<file path="src/rtl/axi_weight_loader_if.sv">
// AXI4-Lite bus between the weight loader (master) and the synaptic-weight memory (slave).
interface axi_weight_loader_if;
  logic [31:0] awaddr;
  logic        awvalid;
  logic        awready;
  logic [31:0] wdata;
  logic [3:0]  wstrb;
  logic        wvalid;
  logic        wready;
  logic [1:0]  bresp;
  logic        bvalid;
  logic        bready;
  logic [31:0] araddr;
  logic        arvalid;
  logic        arready;
  logic [31:0] rdata;
  logic [1:0]  rresp;
  logic        rvalid;
  logic        rready;

  modport master (
    output awaddr, awvalid, wdata, wstrb, wvalid, bready, araddr, arvalid, rready,
    input  awready, wready, bresp, bvalid, arready, rdata, rresp, rvalid
  );

  modport slave (
    input  awaddr, awvalid, wdata, wstrb, wvalid, bready, araddr, arvalid, rready,
    output awready, wready, bresp, bvalid, arready, rdata, rresp, rvalid
  );
endinterface

</file>
<file path="src/rtl/axi_weight_loader.sv">
// Weight loader: turns single-word weight commands into AXI4-Lite transactions,
// one outstanding transaction at a time, one response per command.
//
// state     | meaning
// ----------+-----------------------------------------------------------
// S_IDLE    | ready for a command (cmd_ready high)
// S_WR_REQ  | AW and W channels offered, each dropped after its own handshake
// S_WR_RESP | waiting for the write response (bready high)
// S_RD_REQ  | AR channel offered until accepted
// S_RD_DATA | waiting for read data (rready high)
// S_RSP     | response held on the rsp port until consumed
module axi_weight_loader #(
  parameter int unsigned NUM_SYNAPSES = 220,
  parameter logic [31:0] BASE_ADDR    = 32'h0000_0000,
  parameter int unsigned IDX_W        = 16
) (
  input  logic              clk,
  input  logic              rst,
  input  logic              i_cmd_valid,
  output logic              o_cmd_ready,
  input  logic              i_cmd_write,
  input  logic [IDX_W-1:0]  i_cmd_index,
  input  logic [15:0]       i_cmd_wdata,
  output logic              o_rsp_valid,
  input  logic              i_rsp_ready,
  output logic [15:0]       o_rsp_rdata,
  output logic              o_rsp_error,
  axi_weight_loader_if.master m_axi
);

  typedef enum logic [2:0] {
    S_IDLE    = 3'd0,
    S_WR_REQ  = 3'd1,
    S_WR_RESP = 3'd2,
    S_RD_REQ  = 3'd3,
    S_RD_DATA = 3'd4,
    S_RSP     = 3'd5
  } state_t;

  state_t      r_state;
  logic        r_cmd_ready;
  logic        r_rsp_valid;
  logic [15:0] r_rsp_rdata;
  logic        r_rsp_error;
  logic [31:0] r_awaddr;
  logic        r_awvalid;
  logic [31:0] r_wdata;
  logic [3:0]  r_wstrb;
  logic        r_wvalid;
  logic        r_bready;
  logic [31:0] r_araddr;
  logic        r_arvalid;
  logic        r_rready;

  logic [IDX_W+1:0] w_idx_bytes;
  logic [31:0]      w_cmd_addr;
  logic             w_out_of_range;
  logic             w_cmd_fire;
  logic             w_aw_done;
  logic             w_w_done;
  logic             w_unused_rdata_hi;

  // Byte address of the requested synapse; the sum wraps modulo 2^32.
  assign w_idx_bytes    = {i_cmd_index, 2'b00};
  assign w_cmd_addr     = BASE_ADDR + 32'(w_idx_bytes);
  assign w_out_of_range = (32'(i_cmd_index) >= NUM_SYNAPSES);
  assign w_cmd_fire     = i_cmd_valid && r_cmd_ready;

  // A channel counts as done once its valid is already low or it handshakes this cycle.
  assign w_aw_done = !r_awvalid || m_axi.awready;
  assign w_w_done  = !r_wvalid  || m_axi.wready;

  // Weights are 16 bits wide; the upper half of the read word carries nothing.
  assign w_unused_rdata_hi = ^m_axi.rdata[31:16];

  // Command/transaction sequencer with every output registered.
  always_ff @(posedge clk or posedge rst) begin
    if (rst) begin
      r_state     <= S_IDLE;
      r_cmd_ready <= 1'b1;
      r_rsp_valid <= 1'b0;
      r_rsp_rdata <= 16'h0;
      r_rsp_error <= 1'b0;
      r_awaddr    <= 32'h0;
      r_awvalid   <= 1'b0;
      r_wdata     <= 32'h0;
      r_wstrb     <= 4'h0;
      r_wvalid    <= 1'b0;
      r_bready    <= 1'b0;
      r_araddr    <= 32'h0;
      r_arvalid   <= 1'b0;
      r_rready    <= 1'b0;
    end else begin
      case (r_state)
        S_IDLE: begin
          if (w_cmd_fire) begin
            r_cmd_ready <= 1'b0;
            if (w_out_of_range) begin
              r_rsp_valid <= 1'b1;
              r_rsp_error <= 1'b1;
              r_rsp_rdata <= 16'h0;
              r_state     <= S_RSP;
            end else if (i_cmd_write) begin
              r_awaddr  <= w_cmd_addr;
              r_wdata   <= {16'h0, i_cmd_wdata};
              r_wstrb   <= 4'b0011;
              r_awvalid <= 1'b1;
              r_wvalid  <= 1'b1;
              r_state   <= S_WR_REQ;
            end else begin
              r_araddr  <= w_cmd_addr;
              r_arvalid <= 1'b1;
              r_state   <= S_RD_REQ;
            end
          end
        end
        S_WR_REQ: begin
          if (r_awvalid && m_axi.awready) begin
            r_awvalid <= 1'b0;
          end
          if (r_wvalid && m_axi.wready) begin
            r_wvalid <= 1'b0;
          end
          if (w_aw_done && w_w_done) begin
            r_bready <= 1'b1;
            r_state  <= S_WR_RESP;
          end
        end
        S_WR_RESP: begin
          if (r_bready && m_axi.bvalid) begin
            r_bready    <= 1'b0;
            r_rsp_error <= (m_axi.bresp != 2'b00);
            r_rsp_rdata <= 16'h0;
            r_rsp_valid <= 1'b1;
            r_state     <= S_RSP;
          end
        end
        S_RD_REQ: begin
          if (r_arvalid && m_axi.arready) begin
            r_arvalid <= 1'b0;
            r_rready  <= 1'b1;
            r_state   <= S_RD_DATA;
          end
        end
        S_RD_DATA: begin
          if (r_rready && m_axi.rvalid) begin
            r_rready    <= 1'b0;
            r_rsp_rdata <= m_axi.rdata[15:0];
            r_rsp_error <= (m_axi.rresp != 2'b00);
            r_rsp_valid <= 1'b1;
            r_state     <= S_RSP;
          end
        end
        S_RSP: begin
          if (i_rsp_ready) begin
            r_rsp_valid <= 1'b0;
            r_cmd_ready <= 1'b1;
            r_state     <= S_IDLE;
          end
        end
        default: begin
          r_state     <= S_IDLE;
          r_cmd_ready <= 1'b1;
        end
      endcase
    end
  end

  // cmd_ready sits high in reset so it appears the moment rst drops; gate it low while rst is held.
  assign o_cmd_ready = r_cmd_ready && !rst;
  assign o_rsp_valid = r_rsp_valid;
  assign o_rsp_rdata = r_rsp_rdata;
  assign o_rsp_error = r_rsp_error;

  assign m_axi.awaddr  = r_awaddr;
  assign m_axi.awvalid = r_awvalid;
  assign m_axi.wdata   = r_wdata;
  assign m_axi.wstrb   = r_wstrb;
  assign m_axi.wvalid  = r_wvalid;
  assign m_axi.bready  = r_bready;
  assign m_axi.araddr  = r_araddr;
  assign m_axi.arvalid = r_arvalid;
  assign m_axi.rready  = r_rready;

endmodule

</file>
<file path="src/flat_wrapper.sv">
// flat-port wrapper written by rule: the top's interface ports become plain ports
module axi_weight_loader_flat 
#(
  parameter int unsigned NUM_SYNAPSES = 220,
  parameter logic [31:0] BASE_ADDR    = 32'h0000_0000,
  parameter int unsigned IDX_W        = 16
)
  (clk, rst, i_cmd_valid, o_cmd_ready, i_cmd_write, i_cmd_index, i_cmd_wdata, o_rsp_valid, i_rsp_ready, o_rsp_rdata, o_rsp_error, m_axi_awaddr, m_axi_awvalid, m_axi_wdata, m_axi_wstrb, m_axi_wvalid, m_axi_bready, m_axi_araddr, m_axi_arvalid, m_axi_rready, m_axi_awready, m_axi_wready, m_axi_bresp, m_axi_bvalid, m_axi_arready, m_axi_rdata, m_axi_rresp, m_axi_rvalid);
  axi_weight_loader_if m_axi_i ();
  input  logic clk;
  input  logic rst;
  input  logic i_cmd_valid;
  output logic o_cmd_ready;
  input  logic i_cmd_write;
  input  logic [IDX_W-1:0] i_cmd_index;
  input  logic [15:0] i_cmd_wdata;
  output logic o_rsp_valid;
  input  logic i_rsp_ready;
  output logic [15:0] o_rsp_rdata;
  output logic o_rsp_error;
  output wire logic [$bits(m_axi_i.awaddr)-1:0] m_axi_awaddr;
  output wire logic [$bits(m_axi_i.awvalid)-1:0] m_axi_awvalid;
  output wire logic [$bits(m_axi_i.wdata)-1:0] m_axi_wdata;
  output wire logic [$bits(m_axi_i.wstrb)-1:0] m_axi_wstrb;
  output wire logic [$bits(m_axi_i.wvalid)-1:0] m_axi_wvalid;
  output wire logic [$bits(m_axi_i.bready)-1:0] m_axi_bready;
  output wire logic [$bits(m_axi_i.araddr)-1:0] m_axi_araddr;
  output wire logic [$bits(m_axi_i.arvalid)-1:0] m_axi_arvalid;
  output wire logic [$bits(m_axi_i.rready)-1:0] m_axi_rready;
  input wire logic [$bits(m_axi_i.awready)-1:0] m_axi_awready;
  input wire logic [$bits(m_axi_i.wready)-1:0] m_axi_wready;
  input wire logic [$bits(m_axi_i.bresp)-1:0] m_axi_bresp;
  input wire logic [$bits(m_axi_i.bvalid)-1:0] m_axi_bvalid;
  input wire logic [$bits(m_axi_i.arready)-1:0] m_axi_arready;
  input wire logic [$bits(m_axi_i.rdata)-1:0] m_axi_rdata;
  input wire logic [$bits(m_axi_i.rresp)-1:0] m_axi_rresp;
  input wire logic [$bits(m_axi_i.rvalid)-1:0] m_axi_rvalid;
  assign m_axi_awaddr = m_axi_i.awaddr;
  assign m_axi_awvalid = m_axi_i.awvalid;
  assign m_axi_wdata = m_axi_i.wdata;
  assign m_axi_wstrb = m_axi_i.wstrb;
  assign m_axi_wvalid = m_axi_i.wvalid;
  assign m_axi_bready = m_axi_i.bready;
  assign m_axi_araddr = m_axi_i.araddr;
  assign m_axi_arvalid = m_axi_i.arvalid;
  assign m_axi_rready = m_axi_i.rready;
  assign m_axi_i.awready = m_axi_awready;
  assign m_axi_i.wready = m_axi_wready;
  assign m_axi_i.bresp = m_axi_bresp;
  assign m_axi_i.bvalid = m_axi_bvalid;
  assign m_axi_i.arready = m_axi_arready;
  assign m_axi_i.rdata = m_axi_rdata;
  assign m_axi_i.rresp = m_axi_rresp;
  assign m_axi_i.rvalid = m_axi_rvalid;
  axi_weight_loader #(.NUM_SYNAPSES(NUM_SYNAPSES), .BASE_ADDR(BASE_ADDR), .IDX_W(IDX_W)) u_core (.clk(clk), .rst(rst), .i_cmd_valid(i_cmd_valid), .o_cmd_ready(o_cmd_ready), .i_cmd_write(i_cmd_write), .i_cmd_index(i_cmd_index), .i_cmd_wdata(i_cmd_wdata), .o_rsp_valid(o_rsp_valid), .i_rsp_ready(i_rsp_ready), .o_rsp_rdata(o_rsp_rdata), .o_rsp_error(o_rsp_error), .m_axi(m_axi_i));
endmodule
</file>
<file path="config.mk">
export PLATFORM = sky130hd
export DESIGN_NAME = axi_weight_loader_flat
export DESIGN_NICKNAME = d
export VERILOG_FILES = /design/src/rtl/axi_weight_loader_if.sv /design/src/rtl/axi_weight_loader.sv /design/src/flat_wrapper.sv
export SDC_FILE = /design/constraint.sdc
export NUM_CORES = 1
export LEC_CHECK = 0
export ABC_AREA = 1
export CORE_MARGIN = 10
export CORE_UTILIZATION = 35
export CTS_CLUSTER_SIZE = 8
export DETAILED_ROUTE_END_ITERATION = 10
export GPL_ROUTABILITY_DRIVEN = 0
export PLACE_DENSITY = 0.73
export SLEW_MARGIN = 20
export SYNTH_ARGS = -nofsm -noshare
export SYNTH_HDL_FRONTEND = slang
export SYNTH_SLANG_ARGS = --single-unit
export TNS_END_PERCENT = 5
</file>
<file path="constraint.sdc">
create_clock -name clk -period 5.05 [get_ports clk]
set_clock_uncertainty 0.15 [all_clocks]
set_input_delay 1.01 -clock clk [delete_from_list [all_inputs] [get_ports clk]]
set_output_delay 1.01 -clock clk [all_outputs]
set_load 0.005 [all_outputs]
</file>
; After elaboration in Yosys (flattened, before gate mapping)
; Index checks and enable logic that the tools add are counted.
[word_totals]
elab_cells = 113
inputBits = 78
register_bits = 76
out_inout_bits = 124
[op_classes]
bitwise = 3
n_reduce_logical = 34
order_cmp = 1
mux = 44
eq_ne = 17
[op_table]
columns = operator, n
row1 = 16-bit two-way mux, 4
row2 = 16-bit case mux with 3 select lines, 1
row3 = 1-bit two-way mux, 22
row4 = 3-bit two-way mux, 7
row5 = 5-bit AND reduction, 4
row6 = 3-bit case mux with 6 select lines, 1
row7 = 16-bit by 8-bit >= comparator with 1-bit output (second input constant), 1
row8 = 2-bit by 1-bit inequality test with 1-bit output (second input constant), 8
row9 = 6-bit AND reduction, 2
row10 = 2-bit nonzero test, 6
row11 = 1-bit case mux with 2 select lines, 5
row12 = 3-bit AND reduction, 3
row13 = 1-bit logical AND, 8
row14 = 2-bit inequality test (second input constant), 4
row15 = 4-bit AND reduction, 2
row16 = 3-bit by 2-bit equality test with 1-bit output (second input constant), 2
row17 = 3-bit equality test (second input constant), 2
row18 = 1-bit case mux with 3 select lines, 2
row19 = 1-bit case mux with 4 select lines, 1
row20 = 4-bit nonzero test, 1
row21 = 4-bit OR reduction, 1
row22 = 3-bit by 1-bit equality test with 1-bit output (second input constant), 1
row23 = 1-bit logical NOT, 3
row24 = 3-bit logical NOT, 1
row25 = other kinds (4), 7

; Logic depth before layout (Yosys ltp)
; Gate-level depths: netlist of run 1.
[depth]
depth_word = 5
depth_mapped = 10
ltp_nobuf = 9

; Worst setup path before layout of run 1
; No wires, ideal clock.
[synth_timing]
path_kind = input to output
start = input rst
end = output o_cmd_ready
slack_ps = 2774
n_path_buf = 0
required_time_ps = 3890
cell_stages = 1
arrival_ps = 1116
path_cell_list = nor2_1
[synth_via]
elab_chain_cells = 2
[synth_lines]
columns = element, line
row1 = start: declaration, flat_wrapper.sv:11  ; input logic rst;
row2 = 1-bit logical NOT (no source line), -
row3 = 1-bit logical AND, axi_weight_loader.sv:170  ; assign o_cmd_ready = r_cmd_ready && !rst;
row4 = end: declaration, flat_wrapper.sv:13  ; output logic o_cmd_ready;
; No other way between the ends.

; Final worst setup path of run 1
; Same ends and word-level chain as after synthesis.

==> out/summary.md, run 1 <==
The cell at the root of the clock tree was sky130_fd_sc_hd__clkbuf_8. In this run the static leakage power is 0.00271 uW. The tools report the number of endpoints with negative hold slack in the final report as 0. The worst register-to-register path has a depth of 8. The total die area is 0.0153 sq mm. In this run the remaining antenna-violating nets after routing total 0.

The worst register-to-register path ends at u_core.m_axi.wdata[4]. After detailed routing, the average wire length per cell comes to 13.9 um. Compared with the post-synthesis result, the final layout area differs by 38.4%. For this configuration, the core starts out at a cell density of 36.1%. Of the post-synthesis cell area, the dominant cell type holds 49.9%.

The actual slew at the worst max-slew pin works out to 903 ps. The clock reaches the later pin of the worst-skew pair after 340 ps. The tools report the DRC violation count after routing as 0. The worst register-to-register path begins at u_core.r_state[1]. STA classifies the critical path endpoint as a primary output.

The total clock buffers created by CTS was 9; the cell area power density was 360 mW/mm^2. Across the VDD grid, the largest voltage drop is 0.214 mV. The number of setup violations in the final report was 0.

Across all register-to-register paths, the minimum setup slack is 2730 ps. The number of buffers on the longest clock path was 2. The run gives 3307 as the number of global-route vias before repair. The overall global routing resource usage came out at 13.1%. The tools report the number of antenna violations at the first check in global routing as 0.

In this run, the number of DRC markers left after iteration 0 of detailed routing was 152. Of all cell types, the one taking the most synthesized area is sky130_fd_sc_hd__dfrtp_1. The number of antenna cells inserted is 0. After technology mapping, the gate count stands at 460. The run finished with clean final reports. After detailed routing, the number of vias per cell comes to 4.32. The most common cell in the synthesized netlist is sky130_fd_sc_hd__nand2_1.

Averaged over all synthesized cells, the footprint is 8.18 sq um. By count the netlist is led by sky130_fd_sc_hd__nand2_1, sky130_fd_sc_hd__dfrtp_1, sky130_fd_sc_hd__inv_1. Core occupancy in the finished layout: 50.0%.

Data on the critical path is required at its endpoint by 3890 ps. During placement, the flow inserted port buffers numbering 135. The fraction of layout cells with a size suffix above 1 was 5.69%. Number of filler instances in the final layout: 1013. The tools report the worst min-delay path startpoint as u_core.o_rsp_rdata[9].

Counting flops with an async set or reset pin after synthesis yields a share of 100%. From bottom edge to top edge, the die measures 124 um. Among all flip-flop cells after synthesis, the most frequent one is sky130_fd_sc_hd__dfrtp_1. The cell area that synthesis handed to floorplanning was 0.00376 sq mm.

Of all nets on the critical path, the largest fanout is 2. Setup slack on the critical path of the routed design comes to 1810 ps. Summed over all layers, the global routing overflow is 0.

The largest net degree at the start of global routing is 51, and the number of placed instances, taps included is 718. CTS saw 76 sinks. The highest attainable clock frequency was 309 MHz.

The type of element launching the critical path is an input pin. The analysis attributes to net switching a power of 697 uW. The run gives 734 as the final cell count without fillers. The worst endpoint data arrival time was 2080 ps.

The wire length reported by the detailed router is 10200 um. Headroom to the max-slew limit came out at 39.6%. Internal power comes to 1180 uW.

The share of total power dissipated in sequential elements is 39.6%. Before antenna repair, the detailed router went through 4 iterations. The tightest min-delay check is of the flop to flop type. Of the synthesized area, sequential elements account for 50.6%. The number of gates resized after CTS was 0.

After clock tree synthesis, the clock-pin slew on the worst setup and hold paths is 70 ps. The share of total power dissipated in combinational logic is 36.0%. The clock network accounts for 24.5% of the total power. For the floorplan core area, the log shows 0.0104 sq mm. TritonCTS built the clock tree. The worst hold path terminates at u_core.o_rsp_rdata[9].

Die width: 124 um. The count of distinct cell types in the synthesized netlist is 27. In this run the number of H-tree levels came out at 3. The run gives 0 as the total count of max-transition violations in the final report. Summed over all nets, the half-perimeter wirelength after detailed placement is 7880 um. Dividing the final minimum period by the clock period gives 64.1%. The final route contains 3169 vias.

The number of rows in the core area is 37, and the number of buffers inserted by post-CTS setup repair is 0. By area the synthesized netlist is led by sky130_fd_sc_hd__dfrtp_1, sky130_fd_sc_hd__nand2_1, sky130_fd_sc_hd__buf_4, sky130_fd_sc_hd__inv_1, sky130_fd_sc_hd__nor2_1. The switching portion of total power was 37.2%.

For this design the top-level I/O count stands at 202. The critical path is of the input pin to primary output type. Across the run, the number of max-cap violations was 0.

The first global-routing pass estimated 16200 um of wire. The Yosys step of the flow raised 0 warnings. Setup repair after global routing left no endpoint under its margin.

After clock tree synthesis, the flow added hold-fix buffers numbering 0. After routing, the total negative slack on setup checks comes to 0 ps. Counting flops with a built-in enable in the synthesized netlist gives 0. After the last flow step, the layout net total stands at 671. Pre-CTS worst setup slack: 1740 ps. Number of stages on the worst hold path: 2.

The number of synthesized register bits is 76. The routed design could run at a clock period as short as 3240 ps.
worst max-delay path by stage:
stage / from / end / slack, ps / cells past startpoint
final: rst / o_cmd_ready / 1810 / 3
after detailed placement: i_cmd_index[13] / u_core.m_axi.awaddr[6] / 1740 / 6
after floorplan: rst / u_core.m_axi.araddr[10] / 1950 / 1
after global routing: rst / o_cmd_ready / 1780 / 3
after CTS: rst / o_cmd_ready / 1820 / 3
after global placement: rst / o_cmd_ready / 1820 / 3
worst max-delay path, stage by stage:
cell and delay, ps:
sky130_fd_sc_hd__clkdlybuf4s50_1 440, sky130_fd_sc_hd__nor2_1 110, sky130_fd_sc_hd__clkdlybuf4s50_1 510
layout make-up:
cell class / instances / area [sq um] / share of cell area [%]
sequential: 76 / 1900 / 36.5
timing repair buffer: 136 / 1360 / 26.1
multi-input combinational: 308 / 1350 / 25.9
inverter: 62 / 235 / 4.52
tap: 136 / 170 / 3.27
clock buffer: 10 / 128 / 2.45
clock inverter: 6 / 63.8 / 1.23
cells in the final DEF, fill, tap and decap left out, drive strengths merged:
cell type      synthesis  final
o21ai                 24     24
nand2                139    139
buf                   62      1
clkinvlp               0      2
nor3                   1      1
conb                   1     50
clkinv                 1      4
a31oi                  1      1
nor2                  49     49
bufinv                 0      1
clkbuf                 1     10
nand3                 20     20
clkdlybuf4s50          0    135
dfrtp                 75     75
dfstp                  1      1
a21oi                  2      2
nand4                 21     21
or2                    1      1
inv                   61     61
power groups by stage:
stage                     logic (uW)  clock network [uW]  registers, uW
final                            675                 459            742
after global routing             771                 502            752
after CTS                        683                 479            743
after global placement           666                   0            749
after floorplan                  469                   0            744
after detailed placement         681                   0            755
cells by family after synthesis:
kind of cell           synth area share (%)
flip-flops                             50.6
AND/OR/NAND/NOR                        27.3
AO/OA/AOI/OAI                          3.62
buffers and inverters                  18.5
other                                0.0996
layer usage:
layer / share of wire (%) / GRT usage [%]
met5: 0 / 0
met4: 0.52 / 3.93
met3: 15 / 6.83
met2: 47 / 21.1
met1: 38 / 14.8
registers in the layout (all words and copies together) (netlist names), 3 cells and up:
name                 count
u_core.m_axi.araddr     16
u_core.m_axi.awaddr     16
u_core.m_axi.wdata      16
u_core.o_rsp_rdata      16
u_core.r_state           3
through the flow:
step	cell area, sq um	hold WS (ps)	power [uW]
finish	5210	322	1880
detailed placement	5020	308	1440
CTS	5210	327	1910
floorplan	3950	315	1210
global placement	5020	304	1410
global route	5210	342	2030
Note: power is estimated with default switching activity, not from simulation.
==> inputs of run 2 (changes only) <==
- PLACE_DENSITY: 0.73 -> 0.76
- clock period: 5.05 -> 2.9 ns (I/O delays scaled with it)
==> run 2 against run 1 <==
Effect of this change: critical path depth is the same; largest power group unchanged; sequential share of layout area is 0.41 points lower; highest routed layer unchanged; die area is the same; largest cell class unchanged.
==> out/summary.md, run 2 (synthesized netlist as in run 1, its figures left out) <==
The flow ran to the end, and the final reports show no timing, DRC or antenna violations. The tools report the type of element launching the critical path as an input pin. The period utilization works out to 81.7%.

The portion of total power attributed to combinational logic is 36.7%, and the source-to-sink clock delay at the later pin of the worst-skew pair is 340 ps. Measured in cells, the most critical reg-to-reg path has a length of 7. The number of antenna diodes in the final layout is 0. The overall global routing resource usage was 13.5%.

VDD sags by at most 0.289 mV. The run gives 8060 um as the half-perimeter wire length after detailed placement. Before antenna repair, the detailed router went through 4 iterations. The clock network fraction of design power came out at 24.4%.

The run gives 10400 um as the wire length reported by the detailed router. The die is 124 um wide. The finished layout cell area came out at 0.00527 sq mm. The endpoint class of the critical path is a primary output. Post-CTS repair changed the size of 0 cells. The critical path start-end classification is input pin to primary output.

The clock passes through at most 2 buffers. Clock-pin slew was measured on the worst setup and hold paths at 80 ps. The tools report the reg-to-reg setup timing slack as 600 ps.

At the placement stage, the worst setup path has a slack of 151 ps. Setup repair after global routing left no endpoint under its margin. The cell area power density came out at 630 mW/mm^2. Leaving out fill and tap cells, the most frequent cells in the layout are sky130_fd_sc_hd__nand2_1, sky130_fd_sc_hd__clkdlybuf4s50_1, sky130_fd_sc_hd__dfrtp_1.

The number of antenna violations at the first check in global routing is 0, and the initial DRC count is 241. Based on the critical path, the design can be clocked at up to 422 MHz. For this run, design rule violations remaining after detail routing come to 0.

The via total after detailed routing was 3198. For the pin with the worst max-slew slack, the measured transition is 829 ps. The number of nets at the end of the flow was 677. The number of buffer cells added on primary ports was 135; the total count of max-transition violations in the final report was 0. Hold is met by 322 ps. The placed instances occupy a cell area of 0.00507 sq mm. The max-capacitance violation count is 0. The run gives 0 as the number of endpoints with negative hold slack in the final report. The height of the die works out to 124 um. The summed negative setup slack over all endpoints came out at 0 ps. The floorplan core area is 0.0104 sq mm, and the starting density of the core is 36.1%. The number of hold buffers added after CTS was 0. The switching portion of total power was 36.9%; the number of vias per cell after detailed routing was 4.32.

The worst pin sits at a relative slew slack of 44.6%. The total die area is 0.0153 sq mm. After detailed routing, the average wire length per cell comes to 14.0 um. The floorplan has 37 rows. In this run the critical register-to-register path is captured at u_core.m_axi.awaddr[8].

The worst endpoint required time came out at 2170 ps. The worst-path maximum fanout came out at 2. Core occupancy in the finished layout: 50.6%. At the worst endpoint, the arrival time is 1640 ps. For this design the top-level I/O count stands at 202. CTS saw 76 sinks.

Cell at the root of the clock tree: sky130_fd_sc_hd__clkbuf_8. The share of total power dissipated in sequential elements is 38.9%. Entering global routing, the biggest net connects 53 pins. The fraction of layout cells with a size suffix above 1 came out at 6.46%. The run gives 0.00275 uW as the leakage component of the power. The run gives 9 as the total clock buffers created by CTS.

The type of the most critical hold path is input pin to asynchronous set/reset pin. The final critical-path required period is 2370 ps, and the number of global-route vias before repair is 3401. The tools report the final critical-path setup slack as 532 ps.

The internal portion of total power was 2090 uW. Startpoint of the worst-slack reg-to-reg timing path: u_core.r_state[0]. The number of buffers inserted by post-CTS setup repair is 0. The number of setup violations in the final report was 0. The first global-routing pass estimated 16600 um of wire.

The total net switching power is 1220 uW. TritonCTS built the clock tree. The area growth from synthesis to final layout was 40.0%. The run gives 3 as the maximum level of the CTS H-tree. Global routing finished with a remaining overflow of 0. The tools report the number of nets with antenna violations after detailed routing as 0.
==> run 2: power by group through the flow <==
stage / clock network (uW) / registers (uW) / logic, uW
final: 808 / 1290 / 1220
after global routing: 884 / 1310 / 1380
after CTS: 838 / 1290 / 1230
after detailed placement: 0 / 1310 / 1220
after global placement: 0 / 1310 / 1180
after floorplan: 0 / 1300 / 817
==> run 2: final cells by class <==
class | count | area (sq um)
flip-flops and latches | 76 | 1900
inverters | 62 | 234
fillers | 971 | 5150
clock inverters | 4 | 48.8
multi-input cells | 308 | 1350
repair buffers | 142 | 1420
clock buffers | 12 | 145
well taps | 136 | 170
==> run 2: worst max path at each step <==
stage	depth (start not counted)	startpoint	slack [ps]	end
after floorplan	1	rst	230	u_core.m_axi.araddr[10]
after global placement	6	i_cmd_index[3]	210	u_core.m_axi.awaddr[9]
after detailed placement	7	i_cmd_index[3]	150	u_core.m_axi.awaddr[3]
after CTS	3	rst	520	o_cmd_ready
after global routing	6	i_cmd_index[3]	340	u_core.m_axi.awaddr[2]
final	3	rst	530	o_cmd_ready
==> run 2: layer usage <==
layer	part of all wire, %	wire, um	vias up	global-route usage [%]
met4	1.4	141	0	5.09
li1	-	-	1586	-
met1	40	4140	1461	15.5
met3	14	1470	12	6.92
met2	44	4600	139	21.2
met5	0	0	-	0
==> run 2: critical path: stages <==
cell,delay [ps]
sky130_fd_sc_hd__clkdlybuf4s50_1,430
sky130_fd_sc_hd__nor2_1,110
sky130_fd_sc_hd__clkdlybuf4s50_1,520
==> run 2: per-stage QoR <==
step,cells,total power [uW]
2_1_floorplan,509,2110
3_3_place_gp,724,2480
3_5_place_dp,724,2530
4_1_cts,740,3360
5_1_grt,740,3570
6_report,740,3320
==> inputs of run 3 (changes only) <==
- clock period: 2.9 -> 2.1 ns (I/O delays scaled with it)
==> run 3 against run 2 <==
Effect of this change: via count rose by 2.1%; register-to-register slack got worse by 290 ps; power rose by 39%; clock power rose by 39%; cell count rose by 1.1%; count of clock-buffer cells in the layout fell by 1; non-clock buffer count rose by 8; critical path type is now flop to primary output; largest cell class unchanged.
==> out/summary.md, run 3 (synthesized netlist as in run 1, its figures left out) <==
The run gives 16800 um as the first-pass GRT wire length. The run gives 0.00517 sq mm as the total placed instance area. The logs give 51.6% for the core occupancy in the finished layout and 154 for the initial DRC count. During placement, the flow inserted port buffers numbering 135. The height of the die is 124 um. TritonCTS built the clock tree.

The clock tree synthesis step divided the H-tree into 3 levels. The smallest clock period supported by the final layout is computed as 1840 ps. The number of antenna cells inserted is 0. The die is 124 um wide.

The tools report the reg-to-reg setup timing slack as 310 ps. The worst hold path belongs to the class flop to flop. Together, buffers and inverters on the worst path number 2.

Sequential cells account for 38.7% of the total power. After routing, the total negative slack on setup checks comes to 0 ps. The number of nets with antenna violations after detailed routing is 0. Dividing the detail-routed wire length by the instance count gives 14.1 um. In this run, post-CTS hold repair placed 0 buffers. The number of nets at the end of the flow was 685; the area taken by flip-flops and latches was 0.00190 sq mm. Broken down by cell family, the worst path's largest delay share belongs to flip-flops. Dividing total power by cell area gives a power density of 859 mW/mm^2. The number of global-route vias before repair is 3396, and the overall global routing resource usage is 13.6%.

The run finished with clean final reports. After detailed routing, the number of remaining DRC violations is 0. For the via total after detailed routing, the log shows 3266.

For the worst-skew pair, the clock arrives at the later sink with an insertion delay of 330 ps. The library cell used most frequently in the layout, excluding fill and tap cells, is sky130_fd_sc_hd__nand2_1. Setup repair after global routing left no endpoint under its margin. The clock sink count is 76, and the number of rows in the core area is 37. After layout, the worst setup slack is 256 ps. Switching portion of total power: 36.7%. Slowest cell on the critical path: sky130_fd_sc_hd__dfstp_2.

IR analysis of the VDD net gives a maximum drop of 0.458 mV. In the finished design, the share of the clock period the worst path needs comes to 87.8%. The internal portion of the total power is 2930 uW.

Number of endpoints with negative hold slack in the final report: 0. The number of vias per cell after detailed routing is 4.37. The run gives 0.00279 uW as the leakage component of the power. Before CTS, the worst setup slack after placement is -13.1 ps. The type of element launching the critical path is a flop. Total net switching power: 1690 uW. TritonCTS created 9 clock buffers. The initial utilization of the core area, before any placement, comes to 36.1%. No sink is reached through more buffers than the 2 on the longest clock path. The total overflow left after global routing is 0. The tool flagged a number of max-cap violations equal to 0. The setup path with the least slack is of type flop to primary output.

The detailed-router iteration count before antenna repair is 4. The endpoint class of the critical path is a primary output. The run gives 0 as the number of antenna violations at the first check in global routing. The HPWL after detailed placement is 8300 um. Data on the critical path arrives at its endpoint at 1270 ps. On the worst path, the slowest cell contributes a delay of 540 ps.

Setup violations remaining at the end of the flow were counted as 0. The fraction of layout cells with a size suffix above 1 works out to 7.84%. The critical path goes through inv_1 > nor2_1 > dlygate4sd2_1. Number of filler instances in the final layout: 1004. Floorplan core area: 0.0104 sq mm. The run gives 0 as the total count of max-transition violations in the final report. Data on the critical path is required at its endpoint by 1530 ps. Per report_power, the clock group accounts for 24.3% of the total. During I/O placement, the number of pins put on the boundary was 202. The tools report the total die area as 0.0153 sq mm. In the layout the commonest cells are sky130_fd_sc_hd__nand2_1, sky130_fd_sc_hd__clkdlybuf4s50_1, sky130_fd_sc_hd__dfrtp_1.

Compared with the post-synthesis result, the final layout area differs by 42.9%. The run gives 0.00538 sq mm as the finished layout cell area. The worst-path maximum fanout was 2.

The portion of total power attributed to combinational logic is 37.0%, and the clock-pin slew reported for the worst setup and hold paths after clock tree synthesis is 80 ps. The run gives 10500 um as the wire length reported by the detailed router. The total power consumption of the routed design came out at 4620 uW. The tools report the multi-input gate area in the final layout as 0.00135 sq mm. The cell at the root of the clock tree is sky130_fd_sc_hd__clkbuf_8.

Entering global routing, the biggest net connects 45 pins. Static timing analysis puts the maximum clock frequency at 542 MHz.
==> run 3: worst register-to-register path, stage by stage (launching register included) <==
cell                       delay (ps)
sky130_fd_sc_hd__dfrtp_1          470
sky130_fd_sc_hd__nor2_4           190
sky130_fd_sc_hd__nand2_2          100
sky130_fd_sc_hd__clkinv_2         110
sky130_fd_sc_hd__nand2_2           90
sky130_fd_sc_hd__nor3_4           200
sky130_fd_sc_hd__buf_12           160
sky130_fd_sc_hd__buf_12           140
sky130_fd_sc_hd__nand2_1           50
sky130_fd_sc_hd__nand2_1           50
==> run 3: metrics by stage <==
stage,std cells,hold slack (ps)
2_1_floorplan,509,315
3_3_place_gp,732,304
3_5_place_dp,732,307
4_1_cts,748,327
5_1_grt,748,354
6_report,748,322
==> run 3: power groups by stage <==
stage / clock network, uW / logic, uW / registers, uW
2_1_floorplan: 0 / 1130 / 1790
3_3_place_gp: 0 / 1660 / 1800
3_5_place_dp: 0 / 1710 / 1820
4_1_cts: 1180 / 1720 / 1790
5_1_grt: 1250 / 1920 / 1810
6_report: 1120 / 1710 / 1790
==> run 3: final cells by class <==
cell class | instances | share of cell area, %
clock buffers | 11 | 2.63
clock inverters | 5 | 1.14
inverters | 62 | 4.42
multi-input cells | 308 | 25.1
flip-flops and latches | 76 | 35.4
well taps | 136 | 3.16
repair buffers | 150 | 28.1
==> run 3: path summary, 6_finish.rpt <==
path / start / endpoint / depth (start not counted)
setup / recovery: u_core.r_cmd_ready / o_cmd_ready / 3
hold / removal: u_core.o_rsp_rdata[4] / u_core.o_rsp_rdata[4] / 2
setup reg to reg: u_core.r_state[0] / u_core.m_axi.wdata[1] / 9
hold reg to reg: u_core.o_rsp_rdata[4] / u_core.o_rsp_rdata[4] / 2
max in group asynchronous: rst / u_core.m_axi.awaddr[15] / 4
min in group asynchronous: rst / u_core.m_axi.araddr[12] / 4
==> run 3: repair_timing <==
| item | 4_1_cts | 5_1_grt |
|---|---|---|
| setup buffers | 0 | 0 |
| endpoints found under the setup margin | 1 | 0 |
| endpoints found under the hold margin | 0 | 0 |
| gates resized for setup | 1 | 0 |
==> run 3: per-layer routing <==
| metal | GRT usage (%) | vias to the layer above | wire (um) |
|---|---|---|---|
| met2 | 21.7 | 169 | 4750 |
| li1 | - | 1609 | - |
| met3 | 7.15 | 8 | 1640 |
| met1 | 15.5 | 1480 | 4040 |
| met5 | 0 | - | 0 |
| met4 | 3.86 | 0 | 89 |
